`src/rtl/pipe_ctrl.sv`:
```
// pipe_ctrl: stall/flush/drain sequencer for a 5-stage in-order core with no forwarding network.
// Keeps an EX/MEM/WB destination scoreboard, holds EX for multi-cycle MUL and drains the pipe on HALT.
module pipe_ctrl #(
  parameter int unsigned MUL_LAT   = 3,
  parameter bit          WB_BYPASS = 1'b0
) (
  input  logic        clk,
  input  logic        rst_n,
  input  logic [31:0] ir_id,
  input  logic        id_valid,
  input  logic        br_taken,
  output logic        pc_we,
  output logic        ifid_we,
  output logic        ifid_flush,
  output logic        idex_we,
  output logic        idex_bubble,
  output logic        exmem_bubble,
  output logic        halted,
  output logic [15:0] stall_cnt
);

  typedef enum logic [1:0] {
    ST_RUN    = 2'd0,
    ST_DRAIN  = 2'd1,
    ST_HALTED = 2'd2
  } state_e;

  localparam logic [3:0] MUL_LOAD = 4'(MUL_LAT - 1);

  // One scoreboard entry against both ID sources; r0 never creates a dependency.
  function automatic logic entry_hit(
    input logic       ent_v,
    input logic [4:0] ent_dst,
    input logic       s1_v,
    input logic [4:0] s1,
    input logic       s2_v,
    input logic [4:0] s2
  );
    return ent_v && ((s1_v && (s1 != 5'd0) && (s1 == ent_dst)) ||
                     (s2_v && (s2 != 5'd0) && (s2 == ent_dst)));
  endfunction

  state_e      state_q, state_d;
  logic        ex_v_q, mem_v_q, wb_v_q;
  logic [4:0]  ex_dst_q, mem_dst_q, wb_dst_q;
  logic        ex_v_d, mem_v_d, wb_v_d;
  logic [4:0]  ex_dst_d, mem_dst_d, wb_dst_d;
  logic [3:0]  mul_cnt_q, mul_cnt_d;
  logic [15:0] stall_cnt_q, stall_cnt_d;

  logic [5:0]  op_s;
  logic [4:0]  rs_s, rt_s, rd_s;
  logic        src1_v_s, src2_v_s, dst_v_s, is_halt_s, is_mul_s;
  logic [4:0]  dst_s;
  logic        id_dst_v_s;
  logic        hazard_s, mul_busy_s, sb_empty_s;

  logic        pc_we_s, ifid_we_s, ifid_flush_s, idex_we_s, idex_bubble_s, exmem_bubble_s;
  logic        halted_s, stall_evt_s, halt_acc_s, issue_s;

  assign op_s = ir_id[31:26];
  assign rs_s = ir_id[25:21];
  assign rt_s = ir_id[20:16];
  assign rd_s = ir_id[15:11];

  assign is_mul_s = ~op_s[5] & (op_s[3:0] == 4'd2);

  // Source/destination decode of the instruction waiting in IF/ID.
  always_comb begin
    src1_v_s  = 1'b0;
    src2_v_s  = 1'b0;
    dst_v_s   = 1'b0;
    dst_s     = 5'd0;
    is_halt_s = 1'b0;
    if (op_s[5:4] == 2'b00) begin
      src1_v_s = 1'b1;
      src2_v_s = 1'b1;
      dst_v_s  = 1'b1;
      dst_s    = rd_s;
    end else if (op_s[5:4] == 2'b01) begin
      src1_v_s = 1'b1;
      dst_v_s  = 1'b1;
      dst_s    = rt_s;
    end else if (op_s == 6'b100000) begin
      src1_v_s = 1'b1;
      dst_v_s  = 1'b1;
      dst_s    = rt_s;
    end else if (op_s == 6'b100001) begin
      src1_v_s = 1'b1;
      src2_v_s = 1'b1;
    end else if (op_s[5:1] == 5'b11010) begin
      src1_v_s = 1'b1;
    end else if (op_s == 6'b111111) begin
      is_halt_s = 1'b1;
    end else begin
      dst_v_s = 1'b0;
    end
  end

  assign id_dst_v_s = id_valid & dst_v_s & (dst_s != 5'd0);
  assign mul_busy_s = (mul_cnt_q != 4'd0);
  assign sb_empty_s = ~ex_v_q & ~mem_v_q & ~wb_v_q;

  assign hazard_s = id_valid & (
      entry_hit(ex_v_q,  ex_dst_q,  src1_v_s, rs_s, src2_v_s, rt_s) |
      entry_hit(mem_v_q, mem_dst_q, src1_v_s, rs_s, src2_v_s, rt_s) |
      ((WB_BYPASS == 1'b0) & entry_hit(wb_v_q, wb_dst_q, src1_v_s, rs_s, src2_v_s, rt_s)));

  // FSM state register.
  always_ff @(posedge clk or negedge rst_n) begin
    if (!rst_n) begin
      state_q <= ST_RUN;
    end else begin
      state_q <= state_d;
    end
  end

  // FSM next state: a HALT is accepted only after branch, MUL and hazard cases lose priority.
  always_comb begin
    state_d = state_q;
    case (state_q)
      ST_RUN: begin
        if (halt_acc_s) state_d = ST_DRAIN;
        else            state_d = ST_RUN;
      end
      ST_DRAIN: begin
        if (sb_empty_s && !mul_busy_s) state_d = ST_HALTED;
        else                           state_d = ST_DRAIN;
      end
      ST_HALTED: state_d = ST_HALTED;
      default:   state_d = ST_DRAIN;
    endcase
  end

  // FSM outputs and per-cycle priority resolution.
  always_comb begin
    pc_we_s        = 1'b1;
    ifid_we_s      = 1'b1;
    ifid_flush_s   = 1'b0;
    idex_we_s      = 1'b1;
    idex_bubble_s  = 1'b0;
    exmem_bubble_s = 1'b0;
    halted_s       = 1'b0;
    stall_evt_s    = 1'b0;
    halt_acc_s     = 1'b0;
    case (state_q)
      ST_RUN: begin
        if (br_taken) begin
          ifid_flush_s  = 1'b1;
          idex_bubble_s = 1'b1;
        end else if (mul_busy_s) begin
          pc_we_s        = 1'b0;
          ifid_we_s      = 1'b0;
          idex_we_s      = 1'b0;
          exmem_bubble_s = 1'b1;
          stall_evt_s    = 1'b1;
        end else if (hazard_s) begin
          pc_we_s       = 1'b0;
          ifid_we_s     = 1'b0;
          idex_bubble_s = 1'b1;
          stall_evt_s   = 1'b1;
        end else if (id_valid && is_halt_s) begin
          pc_we_s       = 1'b0;
          ifid_we_s     = 1'b0;
          idex_bubble_s = 1'b1;
          halt_acc_s    = 1'b1;
        end else begin
          pc_we_s   = 1'b1;
          ifid_we_s = 1'b1;
        end
      end
      ST_DRAIN: begin
        pc_we_s        = 1'b0;
        ifid_we_s      = 1'b0;
        idex_bubble_s  = 1'b1;
        exmem_bubble_s = mul_busy_s;
        halted_s       = sb_empty_s & ~mul_busy_s;
      end
      ST_HALTED: begin
        pc_we_s        = 1'b0;
        ifid_we_s      = 1'b0;
        idex_bubble_s  = 1'b1;
        exmem_bubble_s = mul_busy_s;
        halted_s       = 1'b1;
      end
      default: begin
        pc_we_s       = 1'b0;
        ifid_we_s     = 1'b0;
        idex_bubble_s = 1'b1;
      end
    endcase
  end

  assign issue_s = idex_we_s & ~idex_bubble_s;

  // Scoreboard shift, MUL occupancy countdown and saturating stall counter.
  always_comb begin
    wb_v_d    = mem_v_q;
    wb_dst_d  = mem_dst_q;
    mem_v_d   = 1'b0;
    mem_dst_d = 5'd0;
    ex_v_d    = ex_v_q;
    ex_dst_d  = ex_dst_q;
    mul_cnt_d = mul_cnt_q;
    if (mul_busy_s) begin
      mul_cnt_d = mul_cnt_q - 4'd1;
    end else begin
      mem_v_d   = ex_v_q;
      mem_dst_d = ex_dst_q;
      if (idex_bubble_s) begin
        ex_v_d   = 1'b0;
        ex_dst_d = 5'd0;
      end else begin
        ex_v_d   = id_dst_v_s;
        ex_dst_d = id_dst_v_s ? dst_s : 5'd0;
      end
      if (issue_s && id_valid && is_mul_s) mul_cnt_d = MUL_LOAD;
      else                                 mul_cnt_d = 4'd0;
    end
    if (stall_evt_s && (stall_cnt_q != 16'hFFFF)) stall_cnt_d = stall_cnt_q + 16'd1;
    else                                          stall_cnt_d = stall_cnt_q;
  end

  // Datapath-tracking registers.
  always_ff @(posedge clk or negedge rst_n) begin
    if (!rst_n) begin
      ex_v_q      <= 1'b0;
      ex_dst_q    <= 5'd0;
      mem_v_q     <= 1'b0;
      mem_dst_q   <= 5'd0;
      wb_v_q      <= 1'b0;
      wb_dst_q    <= 5'd0;
      mul_cnt_q   <= 4'd0;
      stall_cnt_q <= 16'd0;
    end else begin
      ex_v_q      <= ex_v_d;
      ex_dst_q    <= ex_dst_d;
      mem_v_q     <= mem_v_d;
      mem_dst_q   <= mem_dst_d;
      wb_v_q      <= wb_v_d;
      wb_dst_q    <= wb_dst_d;
      mul_cnt_q   <= mul_cnt_d;
      stall_cnt_q <= stall_cnt_d;
    end
  end

  // Outputs take their safe values for as long as reset is held, without waiting for a clock.
  assign pc_we        = rst_n & pc_we_s;
  assign ifid_we      = rst_n & ifid_we_s;
  assign ifid_flush   = rst_n & ifid_flush_s;
  assign idex_we      = rst_n & idex_we_s;
  assign idex_bubble  = ~rst_n | idex_bubble_s;
  assign exmem_bubble = ~rst_n | exmem_bubble_s;
  assign halted       = rst_n & halted_s;
  assign stall_cnt    = stall_cnt_q;

endmodule

```
`config.mk`:
```
export PLATFORM = sky130hd
export DESIGN_NAME = pipe_ctrl
export DESIGN_NICKNAME = d
export VERILOG_FILES = /design/src/rtl/pipe_ctrl.sv
export SDC_FILE = /design/constraint.sdc
export NUM_CORES = 1
export LEC_CHECK = 0
export ABC_AREA = 1
export BUFFER_PORTS_ARGS = -buffer_cell sky130_fd_sc_hd__buf_2
export CORE_UTILIZATION = 55
export DETAILED_ROUTE_END_ITERATION = 6
export HOLD_SLACK_MARGIN = 0.1
export PLACE_DENSITY = 0.84
export SYNTH_ARGS = -nofsm -noshare
export SYNTH_HDL_FRONTEND = slang
export SYNTH_SLANG_ARGS = --single-unit
```
`constraint.sdc`:
```
create_clock -name clk -period 2.5 [get_ports clk]
set_clock_uncertainty 0.05 [all_clocks]
set_input_delay 0 -clock clk [delete_from_list [all_inputs] [get_ports clk]]
set_output_delay 0 -clock clk [all_outputs]
set_load 0.03 [all_outputs]
```
# == Yosys cells after proc, flatten, opt, wreduce, memory -nomap -nowiden ==
# Cells that the tools add are included.
# totals
ff_bits,40
wordCells,134
out_inout_bits,23
inputBits,36
# classes
n_reduce_logical,27
bitwise,23
mux,58
addsub,2
eq_ne,15
# ops
cell,n
$mux 1,46
$eq 5x5->1,6
$mux 5,6
$eq 6x6->1 const B,3
$add 16x1->16 const B,1
$logic_and 1x1->1,16
$ne 16x16->1 const B,1
$reduce_bool 5->1,3
$and 1x1->1,12
$not 1->1,7
$pmux 2 s3,1
$eq 5x5->1 const B,1
$eq 2x1->1 const B,2
$eq 4x2->1 const B,1
$logic_not 2->1,2
$mux 2,2
$mux 4,1
$or 1x1->1,4
$pmux 1 s2,2
$reduce_bool 4->1,1
$sub 4x1->4 const B,1
$logic_or 1x1->1,3
$eq 2x2->1 const B,1
$reduce_or 2->1,1
$logic_not 1->1,1

# == Longest topological paths before layout ==
# Gate-level depths: netlist of run 1.
# logic_depth
depth_word,23
depth_mapped,16
depth_no_buf,15

# == Worst setup path before layout of run 1 ==
# Ideal clock, no wire load.
# synth_timing
path_type,flip-flop to flip-flop
start,register stall_cnt_q[0] (netlist: stall_cnt[0])
end,register stall_cnt_q[4] (netlist: stall_cnt[4])
path_buffers,1
setup_ns,0.119
arrival_time_ns,1.812
synth_period_minus_slack_ns,1.981
setup_slack_ns,0.519
required_time_ns,2.331
stages_incl_launch_ff,10
path_cell_list,dfrtp_1 ha_1 nand2_1 nor3_2 nand2_1 o41ai_2 inv_2 buf_2 nand3_1 nand2_1
# synth_via
elab_chain_cells,2
elab_cells_between_ends,3
classes_between,add/sub: 1; eq/ne: 1; reduce/logical: 1
# synth_rtl
element,line_no,source
start: declaration,49,"logic [15:0] stall_cnt_q, stall_cnt_d;"
start signal: assignment,243,stall_cnt_q <= stall_cnt_d;
branches (longest 2 deep; another with $add 16x1->16),--,
# Several ways; the timed one is not identified.
# A chain may end at the register's enable or synchronous reset.

# == Final worst setup path of run 1 ==
# layout_timing
start,input port ir_id[31]
end,output port idex_bubble
# layout_via
elab_chain_cells,18
elab_cells_between_ends,45
classes_between,eq/ne: 5; mux: 20; bitwise: 4; reduce/logical: 16
# layout_rtl
element,line_no,source
start: declaration,9,"input logic [31:0] ir_id,"
$eq 5x5->1,91,end else if (op_s[5:1] == 5'b11010) begin
$mux 1,91,
$mux 1,88,end else if (op_s == 6'b100001) begin
$mux 1,84,end else if (op_s == 6'b100000) begin
$mux 1,80,end else if (op_s[5:4] == 2'b01) begin
$mux 1,75,if (op_s[5:4] == 2'b00) begin
$logic_and 1x1->1 (2 in a row),39,return ent_v && ((s1_v && (s1 != 5'd0) && (s1 == ent_dst)) ||
$logic_or 1x1->1,39,
$logic_and 1x1->1,39,
$or 1x1->1,105,"entry_hit(ex_v_q, ex_dst_q, src1_v_s, rs_s, src2_v_s, rt_s) |"
$or 1x1->1,106,"entry_hit(mem_v_q, mem_dst_q, src1_v_s, rs_s, src2_v_s, rt_s) |"
$and 1x1->1,104,assign hazard_s = id_valid & (
$mux 1 *,157,end else if (hazard_s) begin
$mux 1 *,151,end else if (mul_busy_s) begin
$mux 1 *,148,if (br_taken) begin
$mux 1 *,146,case (state_q)
$or 1x1->1 *,252,assign idex_bubble = ~rst_n | idex_bubble_s;
end: declaration,16,"output logic idex_bubble,"
# Every way passes the cells marked *; elsewhere a longest branch is shown, timed or not.

==> key figures, run 1 <==
Power
  – Clock share of power: 35.1%
  – Part of the power in registers: 53.3%
  – Switching Share: 26.2%
  – Maximum VDD drop: 226 µV
  – Switching pwr: 318 µW
  – Pwr Density: 378 nW/µm²
  – Lkg Pwr: 1.71 nW
  – Power share of the combinational group: 11.6%
  – Internal: 896 µW

Setup path
  – Worst-path fanout max: 8
  – Crit end category: output pin
  – Required @ worst endpoint: 2450 ps
  – R2R Path Start: stall_cnt[0]
  – Worst setup SP type: input pin
  – Crit path DAT: 2180 ps
  – Kind of critical path: input pin to output pin
  – Reg2reg path depth: 9
  – Reg-to-reg endpoint: stall_cnt[15]
  – Reg2Reg Setup Slack: 380 ps

Floorplan
  – Die W: 72.7 µm
  – Initial core utilization: 57.8%
  – IO Count: 59
  – Die area: 5280 µm²
  – FP Rows: 25
  – DIE HEIGHT: 72.7 µm
  – Core box area: 4750 µm²

GRT
  – All-Layer GR Usage: 25.4%
  – Largest net degree at the start of global routing: 21
  – First-pass GRT wire length: 10,400 µm
  – Congestion Overflow GR: 0
  – Vias in the first global route: 2,359
  – Initial antenna violation count: 0

Route
  – Met2 routed WL: 2990 µm
  – Max Used Layer: met4
  – Wire per inst: 12.0 µm
  – Metal3 WL: 279 µm
  – DRT Wirelength: 6130 µm
  – Via density: 5.04
  – Routed vias: 2,566
  – First-pass iteration count of the detailed router: 4
  – Wl on met1: 2840 µm
  – # DRC: 0
  – Antenna-violating nets left: 0
  – Iteration-0 DRC Markers: 205

Synthesis
  – Synthesized cell area: 2750 µm²
  – Mapped Cells: 381
  – Register area share after synthesis: 36.4%
  – Largest family of logic cells by synthesized area: simple AND/OR/NAND/NOR gates
  – Netlist cell types: 31
  – Synth Area in Compound Gates: 4.33%
  – Mux cell area share after synthesis: 0%
  – Synth Area in Simple Gates: 35.9%
  – Warnings from Yosys: 0
  – Syn_area_per_cell: 7.21 µm²
  – Net Count, Synth: 423
  – Yosys reg bits: 40
  – Post-Synth Adder-Cell Area: 2.73%
  – Xor/xnor share of the synthesized area: 11.5%

STA
  – RSZ-0062 raised after global routing: false
  – Final setup vio count: 0
  – Fmax: 448 MHz
  – Max-slew violations: 0
  – Final hold viol count: 0
  – Final setup margin: 268 ps
  – Final setup TNS: 0 ps
  – Worst-Margin Slew: 466 ps
  – Tcrit/Tclk final: 89.3%
  – Crit path time final: 2230 ps
  – Relative slew slack: 68.7%

Hold path
  – Worst Hold Depth: 7
  – Worst Hold Endpoint: ex_dst_q[0]
  – Hold Crit Class: input pin to register
  – Hold_sp: ir_id[11]

Placed design
  – Post-DP HPWL: 4680 µm
  – RD Place Congestion: 0.918
  – Place WS: 417 ps
  – Port Buffers: 47

CTS
  – CTS Sinks: 40
  – CTS Root Cell: clkbuf_8
  – Clock Latency Late Sink: 290 ps
  – CTS H-Tree Depth: 2
  – Clock-pin slew on the worst setup and hold paths: 80 ps
  – CTS Buffer Depth: 2
  – CTS tree: done
  – TritonCTS Buffers: 5

Layout
  – Fin util: 67.6%
  – Diode count: 0
  – Area Overhead vs Synth: 17.0%
  – Share of layout cells above drive strength 1: 18.6%
  – Final nets: 483

Outcome
  – Status: complete, no violations

Job
  – Max-cap viol count: 0
[worst max-delay path, stage by stage]
cell	delay, ps
dlygate4sd3_1	540
buf_2	170
nor2_4	170
inv_2	80
a21oi_2	210
nand3_1	100
nand2_1	90
nand2_1	70
nand3_2	80
nand2_2	90
nand2_1	70
nand2_1	180
nand2_1	110
buf_2	200
[per-layer routing]
metal	vias up	GRT usage (%)
li1	1304	-
met1	1193	35.1
met2	67	43.3
met3	2	3.31
met4	0	4.58
met5	-	0
[flip-flops by register name, indices dropped and copies added, names as in the netlist]
| name | cells |
|---|---|
| mem_dst_q | 5 |
| ex_v_q | 1 |
| wb_v_q | 1 |
| ex_dst_q | 5 |
| wb_dst_q | 5 |
| mul_cnt_q | 4 |
| state_q | 2 |
| stall_cnt | 16 |
| mem_v_q | 1 |
[how the worst max path moves through the flow]
stage                            start             to  slack [ps]  cells past startpoint
after floorplan           stall_cnt[0]   stall_cnt[4]         520                      9
after global placement    stall_cnt[0]  stall_cnt[12]         480                      9
after detailed placement  stall_cnt[0]  stall_cnt[11]         420                      9
after CTS                    ir_id[31]    idex_bubble         290                     14
after global routing      stall_cnt[1]   stall_cnt[1]         110                      9
final                        ir_id[31]    idex_bubble         270                     14
[placed cells by master (no fill, tap or decap), types with 2 or more instances in the layout]
| cell | Yosys | layout |
|---|---|---|
| a21oi_1 | 3 | 3 |
| buf_2 | 1 | 47 |
| buf_4 | 1 | 4 |
| clkbuf_8 | 0 | 5 |
| clkinv_2 | 0 | 2 |
| dfrtp_1 | 40 | 40 |
| dlygate4sd3_1 | 0 | 8 |
| ha_1 | 6 | 6 |
| inv_1 | 50 | 50 |
| inv_2 | 3 | 3 |
| nand2_1 | 104 | 104 |
| nand2_2 | 6 | 6 |
| nand2_4 | 2 | 2 |
| nand3_1 | 42 | 42 |
| nand3b_1 | 3 | 3 |
| nand4_1 | 4 | 4 |
| nor2_1 | 44 | 44 |
| nor2_2 | 2 | 2 |
| nor3_1 | 9 | 9 |
| nor4_1 | 2 | 2 |
| o21ai_0 | 6 | 6 |
| o21ai_2 | 4 | 4 |
| or2_0 | 2 | 2 |
| xnor2_1 | 24 | 24 |
| xor2_1 | 12 | 12 |
[what timing repair did]
action,CTS,global route
resized for setup,0,0
setup buffers,0,0
hold buffers,8,0
hold endpoints to repair,31,0
[through the flow]
step | instances | hold WS [ps] | power, mW | area [µm²]
after CTS | 509 | 110 | 1.22 | 3210
after global routing | 509 | 162 | 1.27 | 3210
after detailed placement | 493 | -150 | 0.791 | 3050
final | 509 | 115 | 1.21 | 3210
after global placement | 493 | -151 | 0.787 | 3050
after floorplan | 381 | -346 | 0.725 | 2750
[cell usage after synthesis (all sizes together)]
master  number  share of area (%)
a21oi        4               0.87
inv         53                7.2
dfrtp       40                 36
or2          2               0.46
nand3       43                8.0
o41ai        1               0.59
ha           6                2.7
clkbuf       1               0.14
nor4         2               0.46
buf          5                1.7
a31o         1               0.32
nand2      112                 16
nor3        10                2.0
xnor2       24                7.7
nand4        4               0.91
xor2        12                3.8
o21ai       11                2.6
nand3b       3               0.82
nor2        47                6.9
[final cells by class]
type	instances	area (µm²)
Inverter	53	199
Fill cell	417	1540
Clock inverter	3	18.8
Timing Repair Buffer	59	345
Tap cell	67	83.8
Sequential cell	40	1000
Clock buffer	5	68.8
Multi-Input combinational cell	282	1500
[power groups by stage]
stage	Sequential (mW)	Clock (mW)	Combinational, mW
after detailed placement	0.659	0	0.131
final	0.646	0.426	0.141
after CTS	0.646	0.435	0.141
after floorplan	0.659	0	0.0658
after global routing	0.646	0.468	0.159
after global placement	0.659	0	0.128
[cell families (layout without fill, tap and decap cells)]
group,Yosys count,count (layout)
DFF,40,40
and+or+nand+nor,223,223
AOI/OAI and AO/OA,17,17
adders and majority gates,6,6
xor gates and xnor gates,36,36
buffers and inverters,59,120
(Power assumes the default switching activity.)
==> run 2, diff against run 1 <==
Settings changed: ABC_AREA 1 to unset, PLACE_DENSITY 0.84 to 0.86.
Clock period 2.5 ns to 2.8 ns, I/O delays scaled along.
==> run 2 against run 1 <==
Clock power is 9.2% higher; first-iteration DRC count is 36% lower; total power fell by 5.0%; clock-buffer cell count increased by 1; non-clock buffer count increased by 4; core utilization rose by 2.6 points; setup slack improved by 220 ps; global-route usage up 2.8 points; critical path type is now register to output pin.
==> key figures, run 2 <==
Power
  – Lkg Pwr: 1.41 nW
  – Maximum VDD drop: 341 µV
  – Switching Share: 23.0%
  – Power share of the combinational group: 9.6%
  – Clock share of power: 40.3%
  – Internal: 888 µW
  – Part of the power in registers: 50.1%
  – Switching pwr: 265 µW
  – Pwr Density: 411 nW/µm²

Layout
  – Area Overhead vs Synth: 22.0%
  – Most frequent cells in the layout: 47 x buf_2, 40 x dfrtp_1, 24 x xor2_1, 22 x xnor2_1, 16 x nand2_1
  – Largest register FFs: 16
  – Final nets: 336
  – Most common cell after layout, fill and taps aside: buf_2
  – Share of layout cells above drive strength 1: 21.7%
  – Diode count: 0

STA
  – Relative slew slack: 56.1%
  – Tcrit/Tclk final: 82.5%
  – Final setup TNS: 0 ps
  – Final setup margin: 491 ps
  – Fmax: 433 MHz
  – Max-slew violations: 0
  – RSZ-0062 raised after global routing: false
  – Crit path time final: 2310 ps
  – Final setup vio count: 0
  – Final hold viol count: 0
  – Worst-Margin Slew: 652 ps

Route
  – Antenna-violating nets left: 0
  – Via density: 5.88
  – Iteration-0 DRC Markers: 132
  – First-pass iteration count of the detailed router: 4
  – Wire per inst: 16.0 µm
  – # DRC: 0
  – DRT Wirelength: 5520 µm
  – Routed vias: 2,027

Setup path
  – Required @ worst endpoint: 2750 ps
  – Worst setup SP type: register
  – Crit end category: output pin
  – Kind of critical path: register to output pin
  – Crit path DAT: 2260 ps
  – Worst-path fanout max: 5

GRT
  – Largest net degree at the start of global routing: 40
  – Vias in the first global route: 1,894
  – Congestion Overflow GR: 0
  – Initial antenna violation count: 0
  – First-pass GRT wire length: 9160 µm
  – All-Layer GR Usage: 28.2%

Floorplan
  – DIE HEIGHT: 66.7 µm
  – Core box area: 4000 µm²
  – FP Rows: 23
  – Die area: 4450 µm²
  – IO Count: 59
  – Initial core utilization: 57.5%
  – Die W: 66.7 µm

CTS
  – Clock Latency Late Sink: 300 ps
  – CTS tree: done
  – CTS Root Cell: clkbuf_8
  – Post-CTS Setup Inserts: 0
  – TritonCTS Buffers: 5
  – Clock-pin slew on the worst setup and hold paths: 70 ps
  – CTS Buffer Depth: 2
  – CTS H-Tree Depth: 2
  – Cts repair resizes: 0
  – Cts hold-fix bufs: 12
  – CTS Sinks: 40

Synthesis
  – Register area share after synthesis: 43.5%
  – Most instantiated cells after synthesis: 40 x dfrtp_1, 24 x xor2_1, 22 x xnor2_1
  – Count leader, synth: dfrtp_1
  – Synth area leaders: dfrtp_1 44%, xor2_1 9.1%, xnor2_1 8.4%
  – Async S/R FF share, synth: 100%
  – Yosys reg bits: 40
  – Synth area leader: dfrtp_1
  – Warnings from Yosys: 0
  – Share of the synthesized area in the top cell type: 43.5%
  – Number of synthesized flops with an enable pin: 0
  – Mapped Cells: 234
  – Syn_area_per_cell: 9.83 µm²
  – Netlist cell types: 42
  – Net Count, Synth: 276
  – Main synth FF type: dfrtp_1
  – Synthesized cell area: 2300 µm²

Job
  – Max-cap viol count: 0

Placed design
  – Port Buffers: 47
  – Post-DP HPWL: 3730 µm
  – Place WS: 489 ps
  – RD Place Congestion: 0.834

Outcome
  – Status: complete, no violations

Hold path
  – Hold Crit Class: input pin to register
-- run 2: final timing paths --
kind                         startpoint           end  slack (ps)  depth (start not counted)
max in group asynchronous         rst_n   ex_dst_q[3]        1980                          3
hold reg to reg                 mem_v_q        wb_v_q         360                          0
setup reg to reg           stall_cnt[0]  stall_cnt[1]         550                          7
setup / recovery            ex_dst_q[2]       ifid_we         490                          8
hold / removal                ir_id[19]   ex_dst_q[3]         120                          3
min in group asynchronous         rst_n  stall_cnt[4]         380                          3
-- run 2: logic make-up after synthesis --
kind of cell	count (synthesis)	synth area share, %
AND/OR/NAND/NOR	92	22.0
adder cells (fa/ha/maj)	6	3.26
multiplexers	4	1.79
flip-flops	40	43.5
buffers and inverters	16	3.10
XOR/XNOR	46	17.5
AO/OA/AOI/OAI	30	8.81
-- run 2: layout make-up --
type | instances | area, µm²
inverters | 6 | 22.5
clock buffers | 6 | 72.6
clock inverters | 2 | 35.0
fillers | 283 | 1190
multi-input cells | 178 | 1230
flip-flops and latches | 40 | 1000
repair buffers | 63 | 385
well taps | 50 | 62.6
-- run 2: per-stage QoR --
stage | hold slack [ps] | power [mW] | cell area (µm²) | instances | utilization, %
floorplan | -346 | 0.635 | 2300 | 234 | -
global placement | -230 | 0.682 | 2580 | 325 | 64.5
finish | 122 | 1.15 | 2810 | 345 | 70.2
CTS | 109 | 1.16 | 2810 | 345 | 70.2
detailed placement | -232 | 0.685 | 2580 | 325 | 64.5
global route | 127 | 1.19 | 2810 | 345 | 70.2
-- run 2: layer usage --
metal / GRT usage (%) / wire [µm] / vias to the layer above
li1: - / - / 939
met1: 38.2 / 2390 / 1001
met2: 42.6 / 2670 / 73
met3: 7.36 / 339 / 14
met4: 11.7 / 124 / 0
met5: 0 / 0 / -
-- run 2: power groups by stage --
| stage | sequential [mW] | combinational [mW] | clock, mW |
|---|---|---|---|
| CTS | 0.577 | 0.109 | 0.469 |
| detailed placement | 0.589 | 0.0961 | 0 |
| global route | 0.577 | 0.122 | 0.492 |
| global placement | 0.589 | 0.0932 | 0 |
| finish | 0.577 | 0.111 | 0.465 |
| floorplan | 0.589 | 0.0463 | 0 |
-- run 2: worst max-delay path, stage by stage, from the launching register on --
cell	delay [ps]
dfrtp_1	440
xor2_1	160
nor3_1	220
nand3_1	100
o21ai_0	240
a211oi_1	160
o21a_4	230
a41o_1	240
buf_2	180
